==> src/rtl/uart_frame_scheduler_pkg.sv <==
// rtl/uart_frame_scheduler_pkg.sv - shared states and constants for the UART frame scheduler
package uart_frame_scheduler_pkg;

  typedef enum logic [2:0] {
    ST_IDLE,
    ST_LOAD,
    ST_START,
    ST_WAIT,
    ST_NEXT
  } state_t;

  localparam logic [7:0] ASCII_LF = 8'h0A;
  localparam int         NUM_SRC  = 2;

endpackage

==> src/rtl/uart_frame_scheduler_rr_arb2.sv <==
// rtl/uart_frame_scheduler_rr_arb2.sv - two-way round-robin pick, combinational
module rr_arb2
  import uart_frame_scheduler_pkg::*;
(
  input  logic [NUM_SRC-1:0] i_pending,
  input  logic               i_last,
  output logic [NUM_SRC-1:0] o_winner
);

  // On a tie the source that was not served last wins; i_last=1 means src1 was last.
  always_comb begin
    o_winner = '0;
    case (i_pending)
      2'b11:   o_winner = i_last ? 2'b01 : 2'b10;
      2'b01:   o_winner = 2'b01;
      2'b10:   o_winner = 2'b10;
      default: o_winner = '0;
    endcase
  end

endmodule

==> src/rtl/uart_frame_scheduler.sv <==
// rtl/uart_frame_scheduler.sv - frame-granular round-robin sharing of one UART TX; optional TX_TIMEOUT_EN
module uart_frame_scheduler
  import uart_frame_scheduler_pkg::*;
#(
  parameter int DATA_WIDTH = 8,
  parameter int IDX_WIDTH  = 5,
  parameter int MAX_LEN    = 26,
  parameter int TIMEOUT    = 2000000
) (
  input  logic                  i_clk,
  input  logic                  i_rst,
  input  logic [NUM_SRC-1:0]    i_req,
  input  logic [DATA_WIDTH-1:0] i_src0_data,
  input  logic [DATA_WIDTH-1:0] i_src1_data,
  input  logic                  i_tx_busy,
  input  logic                  i_tx_done,
  output logic [IDX_WIDTH-1:0]  o_idx,
  output logic [NUM_SRC-1:0]    o_grant,
  output logic [DATA_WIDTH-1:0] o_tx_data,
  output logic                  o_tx_start,
  output logic [NUM_SRC-1:0]    o_frame_done,
  output logic                  o_busy,
  output logic                  o_timeout_err
);

  state_t                r_state;
  state_t                w_next;
  logic [NUM_SRC-1:0]    r_pending;
  logic                  r_last;
  logic [IDX_WIDTH-1:0]  r_idx;
  logic [NUM_SRC-1:0]    r_grant;
  logic [DATA_WIDTH-1:0] r_tx_data;
  logic [NUM_SRC-1:0]    w_winner;
  logic [NUM_SRC-1:0]    w_clear;
  logic                  w_end;
  logic                  w_tx_start;
  logic                  w_tmo;

  rr_arb2 u_arb (
    .i_pending (r_pending),
    .i_last    (r_last),
    .o_winner  (w_winner)
  );

  assign w_clear = (r_state == ST_IDLE) ? w_winner : '0;
  assign w_end   = (r_tx_data == DATA_WIDTH'(ASCII_LF)) ||
                   (r_idx == IDX_WIDTH'(MAX_LEN - 1));

`ifdef TX_TIMEOUT_EN
  localparam logic [31:0] TMO_LAST = 32'(TIMEOUT - 1);
  logic [31:0] r_tcnt;

  // Cycle count since START entry; every START is entered from LOAD, so clear there.
  always_ff @(posedge i_clk) begin
    if (i_rst) begin
      r_tcnt <= '0;
    end else if (r_state == ST_LOAD) begin
      r_tcnt <= '0;
    end else if (r_state == ST_START || r_state == ST_WAIT) begin
      r_tcnt <= r_tcnt + 32'd1;
    end
  end

  // A tx_done landing on the final WAIT cycle still completes the byte.
  assign w_tmo = (r_state == ST_START || r_state == ST_WAIT) && (r_tcnt == TMO_LAST) &&
                 !(r_state == ST_WAIT && i_tx_done);
`else
  assign w_tmo = 1'b0;
`endif

  // Next-state and the start strobe; timeout takes priority over launching a byte.
  always_comb begin
    w_next     = r_state;
    w_tx_start = 1'b0;
    case (r_state)
      ST_IDLE:  if (|w_winner) w_next = ST_LOAD;
      ST_LOAD:  w_next = ST_START;
      ST_START: begin
        if (w_tmo) begin
          w_next = ST_IDLE;
        end else if (!i_tx_busy) begin
          w_tx_start = 1'b1;
          w_next     = ST_WAIT;
        end
      end
      ST_WAIT: begin
        if (w_tmo)          w_next = ST_IDLE;
        else if (i_tx_done) w_next = ST_NEXT;
      end
      ST_NEXT:  w_next = w_end ? ST_IDLE : ST_LOAD;
      default:  w_next = ST_IDLE;
    endcase
  end

  // State, request bookkeeping, grant, index and byte register.
  always_ff @(posedge i_clk) begin
    if (i_rst) begin
      r_state   <= ST_IDLE;
      r_pending <= '0;
      r_last    <= 1'b1;
      r_idx     <= '0;
      r_grant   <= '0;
      r_tx_data <= '0;
    end else begin
      r_state   <= w_next;
      r_pending <= (r_pending & ~w_clear) | i_req;
      case (r_state)
        ST_IDLE: begin
          if (|w_winner) begin
            r_grant <= w_winner;
            r_idx   <= '0;
            r_last  <= w_winner[1];
          end
        end
        ST_LOAD: r_tx_data <= r_grant[0] ? i_src0_data : i_src1_data;
        ST_NEXT: begin
          if (w_end) r_grant <= '0;
          else       r_idx   <= r_idx + 1'b1;
        end
        default: begin
          if (w_tmo) r_grant <= '0;
        end
      endcase
    end
  end

  assign o_idx         = r_idx;
  assign o_grant       = r_grant;
  assign o_tx_data     = r_tx_data;
  assign o_tx_start    = w_tx_start;
  assign o_frame_done  = (r_state == ST_NEXT && w_end) ? r_grant : '0;
  assign o_busy        = (r_state != ST_IDLE);
  assign o_timeout_err = w_tmo;

endmodule

==> config.mk <==
export PLATFORM = sky130hd
export DESIGN_NAME = uart_frame_scheduler
export DESIGN_NICKNAME = d
export VERILOG_FILES = /design/src/rtl/uart_frame_scheduler_pkg.sv /design/src/rtl/uart_frame_scheduler_rr_arb2.sv /design/src/rtl/uart_frame_scheduler.sv
export SDC_FILE = /design/constraint.sdc
export NUM_CORES = 1
export LEC_CHECK = 0
export ABC_AREA = 1
export BUFFER_PORTS_ARGS = -buffer_cell sky130_fd_sc_hd__buf_4
export CORE_MARGIN = 5
export CORE_UTILIZATION = 47
export DETAILED_ROUTE_END_ITERATION = 10
export GPL_TIMING_DRIVEN = 0
export HOLD_SLACK_MARGIN = 0.03
export PLACE_DENSITY = 0.75
export SETUP_SLACK_MARGIN = 0.02
export SYNTH_ARGS = -nofsm -noshare
export SYNTH_HDL_FRONTEND = slang
export SYNTH_SLANG_ARGS = --single-unit
export TNS_END_PERCENT = 50
==> constraint.sdc <==
create_clock -name i_clk -period 1.3 [get_ports i_clk]
set_input_delay 0.26 -clock i_clk [delete_from_list [all_inputs] [get_ports i_clk]]
set_output_delay 0.26 -clock i_clk [all_outputs]
set_load 0.05 [all_outputs]
* After elaboration in Yosys (flattened, before gate mapping) *
Cells that the tools add are included.

storage, ports and cells
  flip-flop bits (word level) = 21
  word-level logic and storage cells = 52
  bits of input ports = 22
  output and inout bits = 20

cells by class
  equality and inequality tests = 14
  muxes and demuxes = 18
  $add $sub $neg = 1
  bitwise gates (word level) = 3
  reductions and logical operators = 10

operator list
  kind                 count
  $pmux 3 s5           1
  $mux 2               5
  $mux 5               2
  $pmux 5 s2           1
  $mux 3               3
  $reduce_and 3->1     3
  $eq 8x4->1 const B   1
  $mux 8               1
  $ne 2x2->1 const B   4
  $eq 3x2->1 const B   2
  $pmux 2 s3           1
  $add 5x1->5 const B  1
  $eq 5x5->1 const B   1
  $eq 2x2->1 const B   2
  $pmux 2 s2           1
  $eq 3x1->1 const B   1
  $eq 3x3->1 const B   1
  $logic_not 3->1      1
  $mux 1               3
  $reduce_bool 3->1    1
  $and 2x2->2          1
  $eq 2x1->1 const B   1
  $ne 2x1->1 const B   1
  $not 2->2            1
  other kinds (6)      6

* Logic depth before layout (Yosys ltp) *
Gate-level depths: netlist of the first run.

  depth after elaboration = 6
  mapped depth = 9
  mapped depth without buffers = 9

* Modules after synthesis *
A second synthesis of the first run with hierarchy kept.

second synthesis, totals
  cell total of the unflattened synthesis = 170
  area, all modules = 1184.9 µm²

modules (own cells, without submodules)
  module                sequential area each (µm²)  instances  cells each  area each (µm²)
  uart_frame_scheduler  420.4                       1          165         1163.6
  rr_arb2               0.0                         1          5           21.3

* Worst setup path before layout of the first run *
Ideal clock, no wire load.

  path type = register -> output
  start point = register r_idx[0] (netlist: o_idx[0])
  end point = output o_frame_done[0]
  stages on the path, launching flop included = 6
  buffers on the path = 0
  data required time = 1.040 ns
  slack = -0.816 ns
  arrival time = 1.856 ns
  cells stage by stage = dfxtp_1 ha_1 nand3_1 nand2_1 nand2_1 nor2_1

on the way
  cells in the longest elaborated chain, start to end = 4

RTL lines
  what                    RTL line                     source
  from (decl)             uart_frame_scheduler.sv:30   logic [IDX_WIDTH-1:0] r_idx;
  from (signal assigned)  uart_frame_scheduler.sv:118  else r_idx <= r_idx + 1'b1;
  $eq 5x5->1              uart_frame_scheduler.sv:47   (r_idx == IDX_WIDTH'(MAX_LEN - 1));
  $logic_or 1x1->1        uart_frame_scheduler.sv:46   assign w_end = (r_tx_data == DATA_WIDTH'(ASCII_LF)) ||
  $logic_and 1x1->1       uart_frame_scheduler.sv:131  assign o_frame_done = (r_state == ST_NEXT && w_end) ? r_grant : '0;
  $mux 2                  uart_frame_scheduler.sv:131
  to (decl)               uart_frame_scheduler.sv:21   output logic [NUM_SRC-1:0] o_frame_done,

No other way between the ends.

* Final worst setup path of the first run *
  start point = register r_tx_data[2] (netlist: o_tx_data[2])
  end point = output o_frame_done[0]

on the way
  cells in the longest elaborated chain, start to end = 4

RTL lines
  what                    RTL line                     source
  from (decl)             uart_frame_scheduler.sv:32   logic [DATA_WIDTH-1:0] r_tx_data;
  from (signal assigned)  uart_frame_scheduler.sv:115  ST_LOAD: r_tx_data <= r_grant[0] ? i_src0_data : i_src1_data;
  $eq 8x4->1              uart_frame_scheduler.sv:46
  $logic_or 1x1->1        uart_frame_scheduler.sv:46
  $logic_and 1x1->1       uart_frame_scheduler.sv:131
  $mux 2                  uart_frame_scheduler.sv:131

No other way between the ends.

==> metrics.cfg, run 1 <==
[run_status]
outcome = finished, violations left
violations = setup timing

[sta]
drv_slew = 0
rsz0062_at_grt = yes
fin_crit_sh_pct = 131
skew_ns = 0.00472
setup_tns_ns = -2.72
whs_ns = 0.134
fmax_ghz = 0.588
hold_violations = 0
setup_violations = 10
setup_slack_ns = -0.400
finalCriticalPeriod_ns = 1.70

[layout]
drive_above_1_share_pct = 49.8
area_growth_pct = 59.5
fill_cells = 157
diodes = 0
multi_input_area_um2 = 719
fin_nets = 250
final_cell_mix = buf_4 (47), nand2_1 (40), nor2_1 (19)
final_common_cell = buf_4
regArea_um2 = 472

[worst_setup_path]
cp-startpoint = o_tx_data[2]
timing.reg2reg.setup_slack_ns = -0.34
r2r_cells = 13
critical_path.cell_chain = inv_2 > nand2_2 > nor2_4 > nand2_2 > nand2_2 > nand2_4 > nor2_4 > buf_6
worstPathRequired_ns = 1.04
end_kind = output pin
cp_slowest_cell = dfxtp_4
crit_type = reg2out
arrival_ns = 1.44
critPathLaunchType = flop
cp_slowest_stage_delay_ns = 0.37
r2r_start = o_tx_data[2]
cp_top_family = simple AND/OR/NAND/NOR gates
cp.depth = 8
path_common_cell = nand2_2
crit_buf_inv = 2
crit_fanout = 4
endpoint = o_frame_done[0]
reg2reg_to = o_idx[4]

[synthesis]
synth-seq-cells = 21
avgSynthCellArea_um2 = 6.41
ys.warnings.count = 0
synthCells = 172
ys_types = 25
synth_top_area_share_pct = 38.1
ys_seq_area_share_pct = 38.1
syn-cell-area_mm2 = 0.00110
synth.net_count = 196
yosys-top-cells-area = dfxtp_1 (38%), nand2_1 (16%), nor2_1 (8.9%), inv_1 (6.5%), a21oi_1 (6.4%)
yosysTopAreaCell = dfxtp_1

[floorplanning]
die_height_um = 58.4
pin_count = 42
fp-row-count = 17
die_w_um = 58.4
coreArea_mm2 = 0.00223
dieArea_mm2 = 0.00341
start_util_pct = 49.4

[placement]
pre_cts_slack_ns = -0.124
gp_congestion = 0.819
port_buffers = 40
dp_hpwl_mm = 2.23

[clocking]
clk_pin_slew_ns = 0.12
cts_tree = yes
clockBufferDepth = 2
cts_num_sinks = 21
htree_levels = 1
cts.root.buffer_cell = clkbuf_4
clkLatencyLatePin_ns = 0.31
numCtsBuffers = 3

[global_routing]
antenna_found_initial = 0
grt_first_pass_wirelength_mm = 4.82
grt_util_all_layers_pct = 17.7
grt_pass1_vias = 1157
grt_start_max_net_pins = 12
gr-total-overflow = 0

[routing]
drc = 0
vias = 1278
drtPass1Iterations = 4
drtIter0Drc = 25
ant_nets = 0
wirelength_mm = 3.21
vias_per_cell = 5.05
wl_per_cell_um = 12.7

[job]
maxCapViolations = 0

[pwr]
vdd_drop_max_v = 0.00138
leakagePower_nw = 0.828
powerDensity_mw_per_mm2 = 1940
report.power.total_mw = 3.42

[min_path]
min_path_type = in2reg

-- through the flow --
| step | instances | area (um2) | utilization (%) |
|---|---|---|---|
| after floorplan | 172 | 1190 | - |
| after global placement | 240 | 1530 | 68.3 |
| after detailed placement | 240 | 1530 | 68.3 |
| after CTS | 249 | 1640 | 73.3 |
| after global routing | 253 | 1760 | 78.7 |
| final | 253 | 1760 | 78.7 |
-- Yosys cell counts --
| library cell | count |
|---|---|
| nand2_2 | 1 |
| dfxtp_1 | 21 |
| conb_1 | 1 |
| nor2_4 | 1 |
| inv_2 | 2 |
| nor2_1 | 26 |
| buf_4 | 2 |
| a21oi_2 | 1 |
| o21ai_0 | 9 |
| nor2_2 | 1 |
| nor4_1 | 1 |
| a21oi_1 | 14 |
| nand3_2 | 1 |
| o21bai_1 | 1 |
| nand3_1 | 14 |
| or2_0 | 1 |
| nand2_1 | 48 |
| clkbuf_1 | 1 |
| ha_1 | 2 |
| o21ai_2 | 1 |
| inv_1 | 19 |
| clkinv_1 | 1 |
| buf_2 | 1 |
| nor3_1 | 1 |
| a21boi_0 | 1 |
-- final cells by class --
type / instances / area share, %
inverters: 22 / 5.27
well taps: 28 / 1.99
multi-input cells: 125 / 40.9
clock buffers: 4 / 1.49
repair buffers: 49 / 22.0
flip-flops and latches: 21 / 26.8
plain buffers: 4 / 1.49
-- worst min-delay path by stage --
stage	endpoint	slack (ns)	from	cells past startpoint
floorplan	o_idx[2]	0.32	i_rst	1
detailed placement	r_last	0.44	r_last	2
finish	o_idx[2]	0.13	i_rst	2
global placement	r_last	0.44	r_last	2
global route	o_idx[2]	0.14	i_rst	2
CTS	o_idx[2]	0.14	i_rst	2
-- routing by layer --
layer  global-route usage [%]  up-vias  wire length, um
met5                        0        -                0
met4                     5.30        0               43
met3                     3.29        6              185
met2                     30.9       42             1560
met1                     21.9      581             1430
li1                         -      649                -
-- flip-flops by register name, indices dropped and copies added, names as in the netlist --
register / cells
o_tx_data: 8
o_idx: 5
r_state: 3
o_grant: 2
r_pending: 2
r_last: 1
-- power breakdown --
group / switching (mW) / internal [mW]
Clock: 0.214 / 0.120
Combinational: 1.30 / 0.687
Sequential: 0.199 / 0.893
Total: 1.72 / 1.70
-- kinds of logic (layout without fill, tap and decap cells) --
group | after synthesis | count (layout) | share of synthesized area, %
AO/OA/AOI/OAI | 27 | 27 | 13.4
adder cells (fa/ha/maj) | 2 | 2 | 2.27
buffers and inverters | 26 | 79 | 9.65
flip-flops | 21 | 21 | 38.1
other | 1 | 1 | 0.340
AND/OR/NAND/NOR | 95 | 95 | 36.2
-- repair_timing --
action / CTS / global route
hold buffers: 0 / 0
pin swaps: 8 / 8
buffers inserted: 5 / 4
cloned: 0 / 0
gates resized for setup: 18 / 27
setup endpoints to repair: 11 / 22
Power figures use the tool's default switching activity.
==> inputs of run 2 (changes only) <==
Settings changed: CAP_MARGIN from default to 15, CORE_UTILIZATION 47 to 49, GPL_ROUTABILITY_DRIVEN from default to 0, PLACE_DENSITY 0.75 to 0.77, SYNTH_HIERARCHICAL from default to 1.
==> metrics.cfg, run 2 <==
[routing]
vias_per_cell = 5.49
wirelength_mm = 4.37
drc = 0
ant_nets = 0
drtIter0Drc = 82
drtPass1Iterations = 4
vias = 1450
wl_per_cell_um = 16.6

[min_path]
min_from = i_req[1]
hold_end = r_pending[1]
min_path_type = in2reg
holdPathStages = 3

[sta]
finalCriticalPeriod_ns = 1.79
hold_violations = 0
drv_slew = 0
setup_tns_ns = -2.45
setup_slack_ns = -0.494
fmax_ghz = 0.557
setup_violations = 12
fin_crit_sh_pct = 138
skew_ns = 0.0116
rsz0062_at_grt = yes
whs_ns = 0.119

[job]
maxCapViolations = 0

[floorplanning]
coreArea_mm2 = 0.00225
die_w_um = 59.2
die_height_um = 59.2
fp-row-count = 17
start_util_pct = 52.6
dieArea_mm2 = 0.00350
pin_count = 42

[layout]
finalNonFillerCells = 264
drive_above_1_share_pct = 60.6
area_growth_pct = 72.3
largest_reg_flops = 8
final_cell_mix = buf_4 (49), nand2_1 (36), dfxtp_4 (12)
fin_area_mm2 = 0.00204
diodes = 0
fin_nets = 261
final_common_cell = buf_4

[worst_setup_path]
critical_path.cell_chain = inv_1 > nand2_1 > nor2_2 > nand2_2 > nand2_4 > nand2_4 > buf_12 > nor2_4 > buf_8
crit_type = reg2out
critPathLaunchType = flop
arrival_ns = 1.53
crit_buf_inv = 3
cp_slowest_stage_delay_ns = 0.35
end_kind = output pin
worstPathRequired_ns = 1.04
crit_fanout = 4
cp_top_family = simple AND/OR/NAND/NOR gates
r2r_cells = 11
path_common_cell = nand2_4
r2r_start = o_tx_data[5]
cp_slowest_cell = dfxtp_2
timing.reg2reg.setup_slack_ns = -0.18
reg2reg_to = o_idx[4]

[clocking]
cts_tree = yes
clockBufferDepth = 2
hold_buffers = 0
cts_num_sinks = 21
cts.root.buffer_cell = clkbuf_4
clk_pin_slew_ns = 0.14
numCtsBuffers = 3
htree_levels = 1
clkLatencyLatePin_ns = 0.33

[run_status]
outcome = finished, violations left
violations = setup timing

[placement]
place_inst = 238
placed_area_mm2 = 0.00160
port_buffers = 40
dp_hpwl_mm = 2.31

[synthesis]
synth_common_cells = nand2_1 (40), dfxtp_1 (21), inv_1 (19)
yosysTopAreaCell = dfxtp_1
ys.warnings.count = 6
synth_top_area_share_pct = 35.5
avgSynthCellArea_um2 = 6.97
synth_most_common_cell = nand2_1
synth-edff-count = 0
synth-seq-cells = 21
synthCells = 170
ys_seq_area_share_pct = 35.5
syn-cell-area_mm2 = 0.00118
synth.net_count = 194
yosys-top-cells-area = dfxtp_1 (35%), nand2_1 (13%), inv_1 (6.0%), nand3_1 (5.5%), nor2_1 (5.4%)
ys_types = 29
dominantRegCellSynth = dfxtp_1
synthArstFlopShare_pct = 0

[pwr]
leakagePower_nw = 0.945
powerDensity_mw_per_mm2 = 2270
vdd_drop_max_v = 0.00158

[global_routing]
grt_start_max_net_pins = 13
grt_first_pass_wirelength_mm = 5.73
grt_util_all_layers_pct = 20.9
grt_pass1_vias = 1345
gr-total-overflow = 0
antenna_found_initial = 0

## run 2: area by class of cell
| type | instances | area, um2 |
|---|---|---|
| multi-input cells | 120 | 788 |
| plain buffers | 5 | 58.8 |
| well taps | 28 | 35.0 |
| flip-flops and latches | 21 | 475 |
| inverters | 24 | 109 |
| repair buffers | 62 | 548 |
| clock inverters | 1 | 5.00 |
| fillers | 102 | 213 |
| clock buffers | 3 | 22.5 |
## run 2: where the power goes
part / switching [mW] / internal [mW]
registers: 0.228 / 0.932
logic: 1.90 / 1.23
clock network: 0.235 / 0.116
## run 2: cells by family after synthesis
| kind of cell | count (synthesis) | synth area share (%) |
|---|---|---|
| compound gates | 30 | 15.2 |
| fa+ha+maj | 2 | 2.11 |
| buf+inv | 29 | 11.5 |
| flops | 21 | 35.5 |
| other cells | 1 | 0.316 |
| simple gates | 87 | 35.4 |
## run 2: how the worst max path moves through the flow
| stage | startpoint | to | slack, ns | depth (start not counted) |
|---|---|---|---|---|
| after floorplan | o_idx[0] | o_frame_done[0] | -0.22 | 6 |
| after global placement | o_idx[1] | o_frame_done[0] | -0.19 | 8 |
| after detailed placement | r_state[2] | o_frame_done[0] | -0.20 | 6 |
| after CTS | o_idx[1] | o_frame_done[1] | -0.41 | 8 |
| after global routing | o_tx_data[5] | o_frame_done[1] | -0.60 | 9 |
| final | o_tx_data[5] | o_frame_done[1] | -0.49 | 9 |
## run 2: per-layer routing
metal,routed length (um),global-route usage [%],vias to the layer above
met2,2120,37.4,83
met5,0,0,-
met1,1750,24.5,657
li1,-,-,691
met4,172,7.12,0
met3,327,4.36,19
## run 2: metrics by stage
step | total power, mW | setup WS [ns] | utilization [%]
CTS | 4.03 | -0.409 | 80.3
global route | 4.88 | -0.602 | 90.6
floorplan | 2.75 | -0.216 | -
global placement | 3.28 | -0.189 | 70.9
finish | 4.64 | -0.494 | 90.6
detailed placement | 3.32 | -0.198 | 70.9
## run 2: worst reg2reg max path, stage by stage, from the launching register on
cell and delay (ns):
dfxtp_2 0.35, inv_1 0.05, nand2_1 0.07, nor2_2 0.12, nand2_2 0.09, nand2_4 0.08
nand2_4 0.07, buf_12 0.14, buf_4 0.13, buf_6 0.12, a21oi_2 0.14, nor2_1 0.05
## run 2: repair_timing
| item | 4_1_cts | 5_1_grt |
|---|---|---|
| endpoints found under the setup margin | 11 | 20 |
| gates cloned | 0 | 1 |
| resized for setup | 19 | 52 |
| setup buffers | 15 | 6 |
| pin swaps | 8 | 8 |
